## src/rtl/decode_scoreboard_ctrl.sv

```systemverilog
// Decode-to-execute issue controller: pending-writer scoreboard, hazard stall and MDU sequencing.
// Define SCOREBOARD_WB_BYPASS_EN to let same-cycle writebacks unblock dependent instructions.
module decode_scoreboard_ctrl #(
    parameter int NREG    = 32,
    parameter int MDU_LAT = 8
) (
    input  logic            clk,
    input  logic            reset,
    input  logic            dec_valid,
    input  logic [4:0]      dec_ra1,
    input  logic [4:0]      dec_ra2,
    input  logic            dec_use1,
    input  logic            dec_use2,
    input  logic [4:0]      dec_dst,
    input  logic            dec_wen,
    input  logic            dec_load,
    input  logic            dec_multi,
    input  logic            wb_valid,
    input  logic [4:0]      wb_dst,
    input  logic            flush,
    output logic            issue_ready,
    output logic            stall,
    output logic            mdu_start,
    output logic            mdu_done,
    output logic [4:0]      mdu_dst,
    output logic            mdu_busy,
    output logic [NREG-1:0] pending
);

    typedef enum logic [1:0] {
        ST_IDLE = 2'd0,
        ST_BUSY = 2'd1,
        ST_DONE = 2'd2
    } state_e;

    state_e          state_q, state_d;
    logic [7:0]      count_q, count_d;
    logic [4:0]      mdu_dst_q, mdu_dst_d;
    logic [NREG-1:0] pending_q, pending_d;
    logic [NREG-1:0] clr_vec, set_vec, hazard_vec;
    logic            raw1, raw2, waw, mdu_block;
    logic            fire, start;

    // Registers whose writer completes this cycle.
    always_comb begin
        // NOTE: every combinational output gets a default first so no latch is inferred.
        clr_vec = '0;
        if (wb_valid)
            clr_vec[wb_dst] = 1'b1;
        if (state_q == ST_DONE)
            clr_vec[mdu_dst_q] = 1'b1;
    end

`ifdef SCOREBOARD_WB_BYPASS_EN
    assign hazard_vec = pending_q & ~clr_vec;
`else
    assign hazard_vec = pending_q;
`endif

    always_comb begin
        raw1        = dec_use1 && (dec_ra1 != 5'd0) && hazard_vec[dec_ra1];
        raw2        = dec_use2 && (dec_ra2 != 5'd0) && hazard_vec[dec_ra2];
        waw         = dec_wen  && (dec_dst != 5'd0) && hazard_vec[dec_dst];
        mdu_block   = dec_multi && (state_q != ST_IDLE);
        issue_ready = !(raw1 || raw2 || waw || mdu_block || flush);
        fire        = dec_valid && issue_ready;
        start       = fire && dec_multi;
    end

    always_comb begin
        set_vec = '0;
        if (fire && dec_wen && (dec_dst != 5'd0) && (dec_load || dec_multi))
            set_vec[dec_dst] = 1'b1;
        // Set is applied after clear so a same-cycle set of the same register wins.
        pending_d = flush ? '0 : ((pending_q & ~clr_vec) | set_vec);
    end

    always_comb begin
        state_d   = state_q;
        count_d   = count_q;
        mdu_dst_d = mdu_dst_q;
        unique case (state_q)
            ST_IDLE: begin
                if (start) begin
                    state_d   = ST_BUSY;
                    count_d   = 8'(MDU_LAT - 1);
                    mdu_dst_d = dec_dst;
                end
            end
            ST_BUSY: begin
                if (flush) begin
                    state_d = ST_IDLE;
                end else begin
                    count_d = count_q - 8'd1;
                    if (count_q == 8'd1)
                        state_d = ST_DONE;
                end
            end
            // The DONE result predates any redirect, so it completes even under flush.
            ST_DONE: state_d = ST_IDLE;
            default: state_d = ST_IDLE;
        endcase
    end

    // NOTE: sequential state uses non-blocking assignments only; the scoreboard is
    // a flop vector, so resetting it costs nothing and makes x0 and flush clean.
    always_ff @(posedge clk) begin
        if (!reset) begin
            state_q   <= ST_IDLE;
            count_q   <= 8'd0;
            mdu_dst_q <= 5'd0;
            pending_q <= '0;
        end else begin
            state_q   <= state_d;
            count_q   <= count_d;
            mdu_dst_q <= mdu_dst_d;
            pending_q <= pending_d;
        end
    end

    always_comb begin
        mdu_start = start;
        mdu_busy  = (state_q != ST_IDLE);
        mdu_done  = (state_q == ST_DONE);
        mdu_dst   = mdu_dst_q;
        pending   = pending_q;
        stall     = dec_valid && !issue_ready;
    end

endmodule

```

## config.mk

```make
export PLATFORM = sky130hd
export DESIGN_NAME = decode_scoreboard_ctrl
export DESIGN_NICKNAME = d
export VERILOG_FILES = /design/src/rtl/decode_scoreboard_ctrl.sv
export SDC_FILE = /design/constraint.sdc
export NUM_CORES = 1
export LEC_CHECK = 0
export ABC_AREA = 1
export CORE_MARGIN = 1.5
export CORE_UTILIZATION = 45
export CTS_CLUSTER_DIAMETER = 150
export CTS_CLUSTER_SIZE = 14
export DETAILED_ROUTE_END_ITERATION = 7
export PLACE_DENSITY = 0.71
export SYNTH_ARGS = -nofsm -noshare
export SYNTH_HDL_FRONTEND = slang
export SYNTH_SLANG_ARGS = --single-unit
```

## constraint.sdc

```tcl
create_clock -name clk -period 4.2 [get_ports clk]
set_input_delay 0.84 -clock clk [delete_from_list [all_inputs] [get_ports clk]]
set_output_delay 0.84 -clock clk [all_outputs]
set_load 0.02 [all_outputs]
```

==> results of run 1 <==
[flip-flops by register name (all words and copies together) (netlist names)]
register / flops
state_q: 2
count_q: 8
pending: 32
mdu_dst: 5
[per-layer routing]
metal,vias to the layer above,global-route usage (%)
met5,-,0
met4,0,19.4
met3,69,6.39
met1,2173,46.7
li1,2310,-
met2,295,52.6
[timing repair]
action / in CTS / in global routing
endpoints found under the setup margin: 0 / 2
hold buffers: 0 / 0
buffers inserted: 0 / 0
resized for setup: 0 / 3
[worst max-delay path, delay by kind of cell]
family | cells | cell delay (ns)
simple gates | 9 | 0.91
buf+inv | 3 | 1.34
compound gates | 1 | 0.09
[cell usage after synthesis, drive strengths merged (14+ instances only)]
cell / n / area share [%]
o21ai: 25 / 3.4
nor2: 76 / 7.8
buf: 15 / 2.5
nand4: 33 / 6.0
nand3: 56 / 7.5
a21oi: 59 / 8.0
clkbuf: 14 / 1.4
nor3: 38 / 5.1
inv: 73 / 7.4
a221o: 17 / 4.6
nand2: 186 / 19
dfxtp: 47 / 25
[how the worst max path moves through the flow]
stage,to
finish,stall
global route,issue_ready
CTS,mdu_start
detailed placement,issue_ready
global placement,mdu_start
floorplan,mdu_start
[cell families after synthesis]
| family | synth area share, % |
|---|---|
| simple gates | 45.6 |
| flops | 25.3 |
| buf+inv | 11.4 |
| fa+ha+maj | 0.674 |
| compound gates | 16.7 |
| xor+xnor | 0.236 |
[cell type report]
cell class | instances | area share [%]
Clock inverter | 2 | 0.798
Tap cell | 102 | 2.71
Timing Repair Buffer | 95 | 19.0
Multi-Input combinational cell | 499 | 50.0
Sequential cell | 47 | 20.0
Clock buffer | 5 | 1.46
Inverter | 74 | 5.99
[power groups by stage]
stage | logic (mW) | clock network (mW) | registers [mW]
floorplan | 0.148 | 0 | 0.473
global placement | 0.243 | 0 | 0.471
detailed placement | 0.246 | 0 | 0.471
CTS | 0.247 | 0.342 | 0.461
global route | 0.279 | 0.355 | 0.463
finish | 0.255 | 0.340 | 0.461
[layout by cell type, fill, tap and decap left out, types with 2 or more instances in the layout]
cell type                         instances
sky130_fd_sc_hd__inv_2                    4
sky130_fd_sc_hd__clkbuf_8                 5
sky130_fd_sc_hd__nor2_1                  74
sky130_fd_sc_hd__a221o_1                 17
sky130_fd_sc_hd__clkdlybuf4s50_1         70
sky130_fd_sc_hd__nand4_1                 32
sky130_fd_sc_hd__nand3_1                 55
sky130_fd_sc_hd__o21ai_0                 22
sky130_fd_sc_hd__inv_1                   69
sky130_fd_sc_hd__o21ai_1                  3
sky130_fd_sc_hd__o211ai_1                 2
sky130_fd_sc_hd__buf_4                   24
sky130_fd_sc_hd__a21oi_1                 59
sky130_fd_sc_hd__dfxtp_1                 47
sky130_fd_sc_hd__nand2_1                186
sky130_fd_sc_hd__nor3_1                  38
sky130_fd_sc_hd__ha_1                     2
sky130_fd_sc_hd__nor2_2                   2
sky130_fd_sc_hd__clkinvlp_4               2
==> impl_results.html, run 1 <==
<table>
<tr><th>Metric</th><th>Value</th></tr>
<tr><th colspan="2">Status</th></tr>
<tr><td>Status</td><td>finished, final reports clean</td></tr>
<tr><th colspan="2">Critical path</th></tr>
<tr><td>Reg2Reg Setup Slack</td><td>1.90 ns</td></tr>
<tr><td>Max Fanout on Critical Path</td><td>16</td></tr>
<tr><td>CP startpoint</td><td>dec_ra2[0]</td></tr>
<tr><td>Worst path cell trace</td><td>clkdlybuf4s50_1 &gt; buf_4 &gt; nor2_1 &gt; nor2_1 &gt; o21ai_0 &gt; nand3_1 &gt; nand3_1 &gt; nand2_1 &gt; nand3_1 &gt; nand3_1 &gt; nor2_2 &gt; nor2_1 &gt; clkdlybuf4s50_1</td></tr>
<tr><td>Startpoint of the worst register-to-register path</td><td>pending[2]</td></tr>
<tr><td>Capture point of the worst reg-to-reg path</td><td>pending[11]</td></tr>
<tr><td>Slowest cell on the critical path</td><td>sky130_fd_sc_hd__clkdlybuf4s50_1</td></tr>
<tr><td>CP arrival</td><td>3.21 ns</td></tr>
<tr><td>Crit path largest cell delay</td><td>0.60 ns</td></tr>
<tr><td>Endpoint type of the worst setup path</td><td>output port</td></tr>
<tr><td>Worst Setup Path Type</td><td>primary input to output port</td></tr>
<tr><td>Kind of start point of the critical path</td><td>primary input</td></tr>
<tr><td>Library cell appearing most often on the critical path</td><td>sky130_fd_sc_hd__nand3_1</td></tr>
<tr><td>Worst path required time</td><td>3.36 ns</td></tr>
<tr><td>FF-to-FF path depth</td><td>14</td></tr>
<tr><th colspan="2">Route</th></tr>
<tr><td>Number of remaining DRC errors</td><td>0</td></tr>
<tr><td>Vias per inst</td><td>5.88</td></tr>
<tr><td>Top layer in use</td><td>met4</td></tr>
<tr><td>Metal1 wirelength</td><td>6110 um</td></tr>
<tr><td>Initial drt markers</td><td>472</td></tr>
<tr><td>Final ANT Viol Nets</td><td>0</td></tr>
<tr><td>Routed wire length</td><td>14900 um</td></tr>
<tr><td>Via count</td><td>4847</td></tr>
<tr><td>Routed wl met3</td><td>1580 um</td></tr>
<tr><td>Router iterations before antenna repair</td><td>5</td></tr>
<tr><td>Met2 wirelength from detailed routing</td><td>6410 um</td></tr>
<tr><td>Detailed-route wire length per cell</td><td>18.1 um</td></tr>
<tr><th colspan="2">Layout</th></tr>
<tr><td>Multi-input combinational cell area</td><td>2350 um^2</td></tr>
<tr><td>Synth-to-layout area growth</td><td>26.7%</td></tr>
<tr><td>Fillcell total</td><td>830</td></tr>
<tr><td>Final design instance area without fill</td><td>4700 um^2</td></tr>
<tr><td>Final net count</td><td>754</td></tr>
<tr><td>Final instance count without filler cells</td><td>824</td></tr>
<tr><td>Proportion of layout cells with a drive suffix above 1</td><td>5.54%</td></tr>
<tr><td>Inserted Diodes</td><td>0</td></tr>
<tr><td>Fraction of the core area covered by cells at the end of the flow</td><td>59.9%</td></tr>
<tr><td>Sequential standard cell area</td><td>941 um^2</td></tr>
<tr><th colspan="2">Logic synthesis</th></tr>
<tr><td>Average instance area after synthesis</td><td>5.72 um^2</td></tr>
<tr><td>Total of warnings raised by yosys</td><td>0</td></tr>
<tr><td>Synthesized instance count</td><td>649</td></tr>
<tr><td>Seq/Total Area, Yosys</td><td>25.3%</td></tr>
<tr><td>Number of library cell types mapped by synthesis</td><td>26</td></tr>
<tr><td>FF+latch count, synth</td><td>47</td></tr>
<tr><td>Ys async rst share</td><td>0%</td></tr>
<tr><td>EDFF count, synth</td><td>0</td></tr>
<tr><td>Synth Flop Type</td><td>sky130_fd_sc_hd__dfxtp_1</td></tr>
<tr><td>Synthesized area</td><td>3710 um^2</td></tr>
<tr><td>Synth Net Count</td><td>681</td></tr>
<tr><th colspan="2">GRT</th></tr>
<tr><td>Global-route wire length before repair</td><td>23400 um</td></tr>
<tr><td>Total GRT Usage</td><td>34.9%</td></tr>
<tr><td>Overall overflow remaining after global route</td><td>0</td></tr>
<tr><td>Vias in the first global route</td><td>4409</td></tr>
<tr><td>Pin count of the biggest net entering global routing</td><td>32</td></tr>
<tr><td>Initial antenna violation count</td><td>0</td></tr>
<tr><th colspan="2">Die</th></tr>
<tr><td>Die boundary height</td><td>93.8 um</td></tr>
<tr><td>Core area</td><td>7850 um^2</td></tr>
<tr><td>Die width</td><td>93.8 um</td></tr>
<tr><td>Total number of placement rows</td><td>32</td></tr>
<tr><td>Effective utilization at floorplan</td><td>47.3%</td></tr>
<tr><td>I/O Pins</td><td>72</td></tr>
<tr><td>Total die area</td><td>8810 um^2</td></tr>
<tr><th colspan="2">Min path</th></tr>
<tr><td>Min-Delay Path Depth</td><td>2</td></tr>
<tr><td>Path type of the worst min-delay path</td><td>flip-flop to flip-flop</td></tr>
<tr><td>Launch point of the worst hold path</td><td>pending[0]</td></tr>
<tr><td>Capture endpoint of the worst hold path</td><td>pending[0]</td></tr>
<tr><th colspan="2">Timing</th></tr>
<tr><td>Peak clock frequency supported by timing</td><td>247 MHz</td></tr>
<tr><td>RSZ-0062 raised after global routing</td><td>false</td></tr>
<tr><td>Pins Over Slew Limit</td><td>0</td></tr>
<tr><td>Final-layout worst hold slack</td><td>0.523 ns</td></tr>
<tr><td>Share of the clock period used by the worst path</td><td>96.4%</td></tr>
<tr><td>Number of setup violations in the final report</td><td>0</td></tr>
<tr><td>Sum Neg Setup Slack</td><td>0 ns</td></tr>
<tr><td>Clock tree skew after final layout</td><td>0.00652 ns</td></tr>
<tr><td>Crit path setup slack, layout</td><td>0.153 ns</td></tr>
<tr><td>Transition time at the pin with the least slew margin</td><td>0.771 ns</td></tr>
<tr><td>Final Hold Fails</td><td>0</td></tr>
<tr><td>Post-layout min period</td><td>4.05 ns</td></tr>
<tr><td>Rel. slew slack</td><td>48.4%</td></tr>
<tr><th colspan="2">Power and ir drop</th></tr>
<tr><td>Total net switching power</td><td>341 uW</td></tr>
<tr><td>Clock Power Share</td><td>32.2%</td></tr>
<tr><td>Static leakage power</td><td>1.93 nW</td></tr>
<tr><td>Proportion of total power due to net switching</td><td>32.3%</td></tr>
<tr><td>Total Power Consumption</td><td>1.06 mW</td></tr>
<tr><td>Power density normalized to cell area</td><td>225 nW/um^2</td></tr>
<tr><td>Internal power summed over all cells</td><td>715 uW</td></tr>
<tr><td>Portion of total power attributed to combinational logic</td><td>24.1%</td></tr>
<tr><td>Part of the total power dissipated in sequential elements</td><td>43.7%</td></tr>
<tr><td>Worst IR Drop VDD</td><td>0.139 mV</td></tr>
<tr><th colspan="2">Flow run</th></tr>
<tr><td>Max Cap Violations</td><td>0</td></tr>
<tr><th colspan="2">Clock network</th></tr>
<tr><td>Clock-pin slew on the worst setup and hold paths</td><td>0.09 ns</td></tr>
<tr><td>Htree depth</td><td>2</td></tr>
<tr><td>Total clock buffers created by CTS</td><td>5</td></tr>
<tr><td>Clock insertion delay at the later pin of the skew report</td><td>0.31 ns</td></tr>
<tr><td>Clock tree buffer depth</td><td>2</td></tr>
<tr><td>Clock net sink count</td><td>47</td></tr>
<tr><td>CTS tree</td><td>done</td></tr>
<tr><td>Clk Tree Root Cell</td><td>sky130_fd_sc_hd__clkbuf_8</td></tr>
<tr><th colspan="2">Place</th></tr>
<tr><td>Area after detailed placement</td><td>4590 um^2</td></tr>
<tr><td>Worst setup timing slack at the placement stage</td><td>0.204 ns</td></tr>
<tr><td>Final HPWL DP</td><td>10900 um</td></tr>
<tr><td>Number of input and output port buffers inserted</td><td>71</td></tr>
<tr><td>Placer's final routability congestion estimate</td><td>0.963</td></tr>
<tr><td>Placed Instances</td><td>817</td></tr>
</table>
No activity file was read; power rests on OpenSTA's default activity.
==> inputs of run 2 (changes only) <==
- CTS_CLUSTER_DIAMETER: 150 -> 80
==> results of run 2 <==
Same layout as run 1: the final DEF is identical, and so are final timing and power.
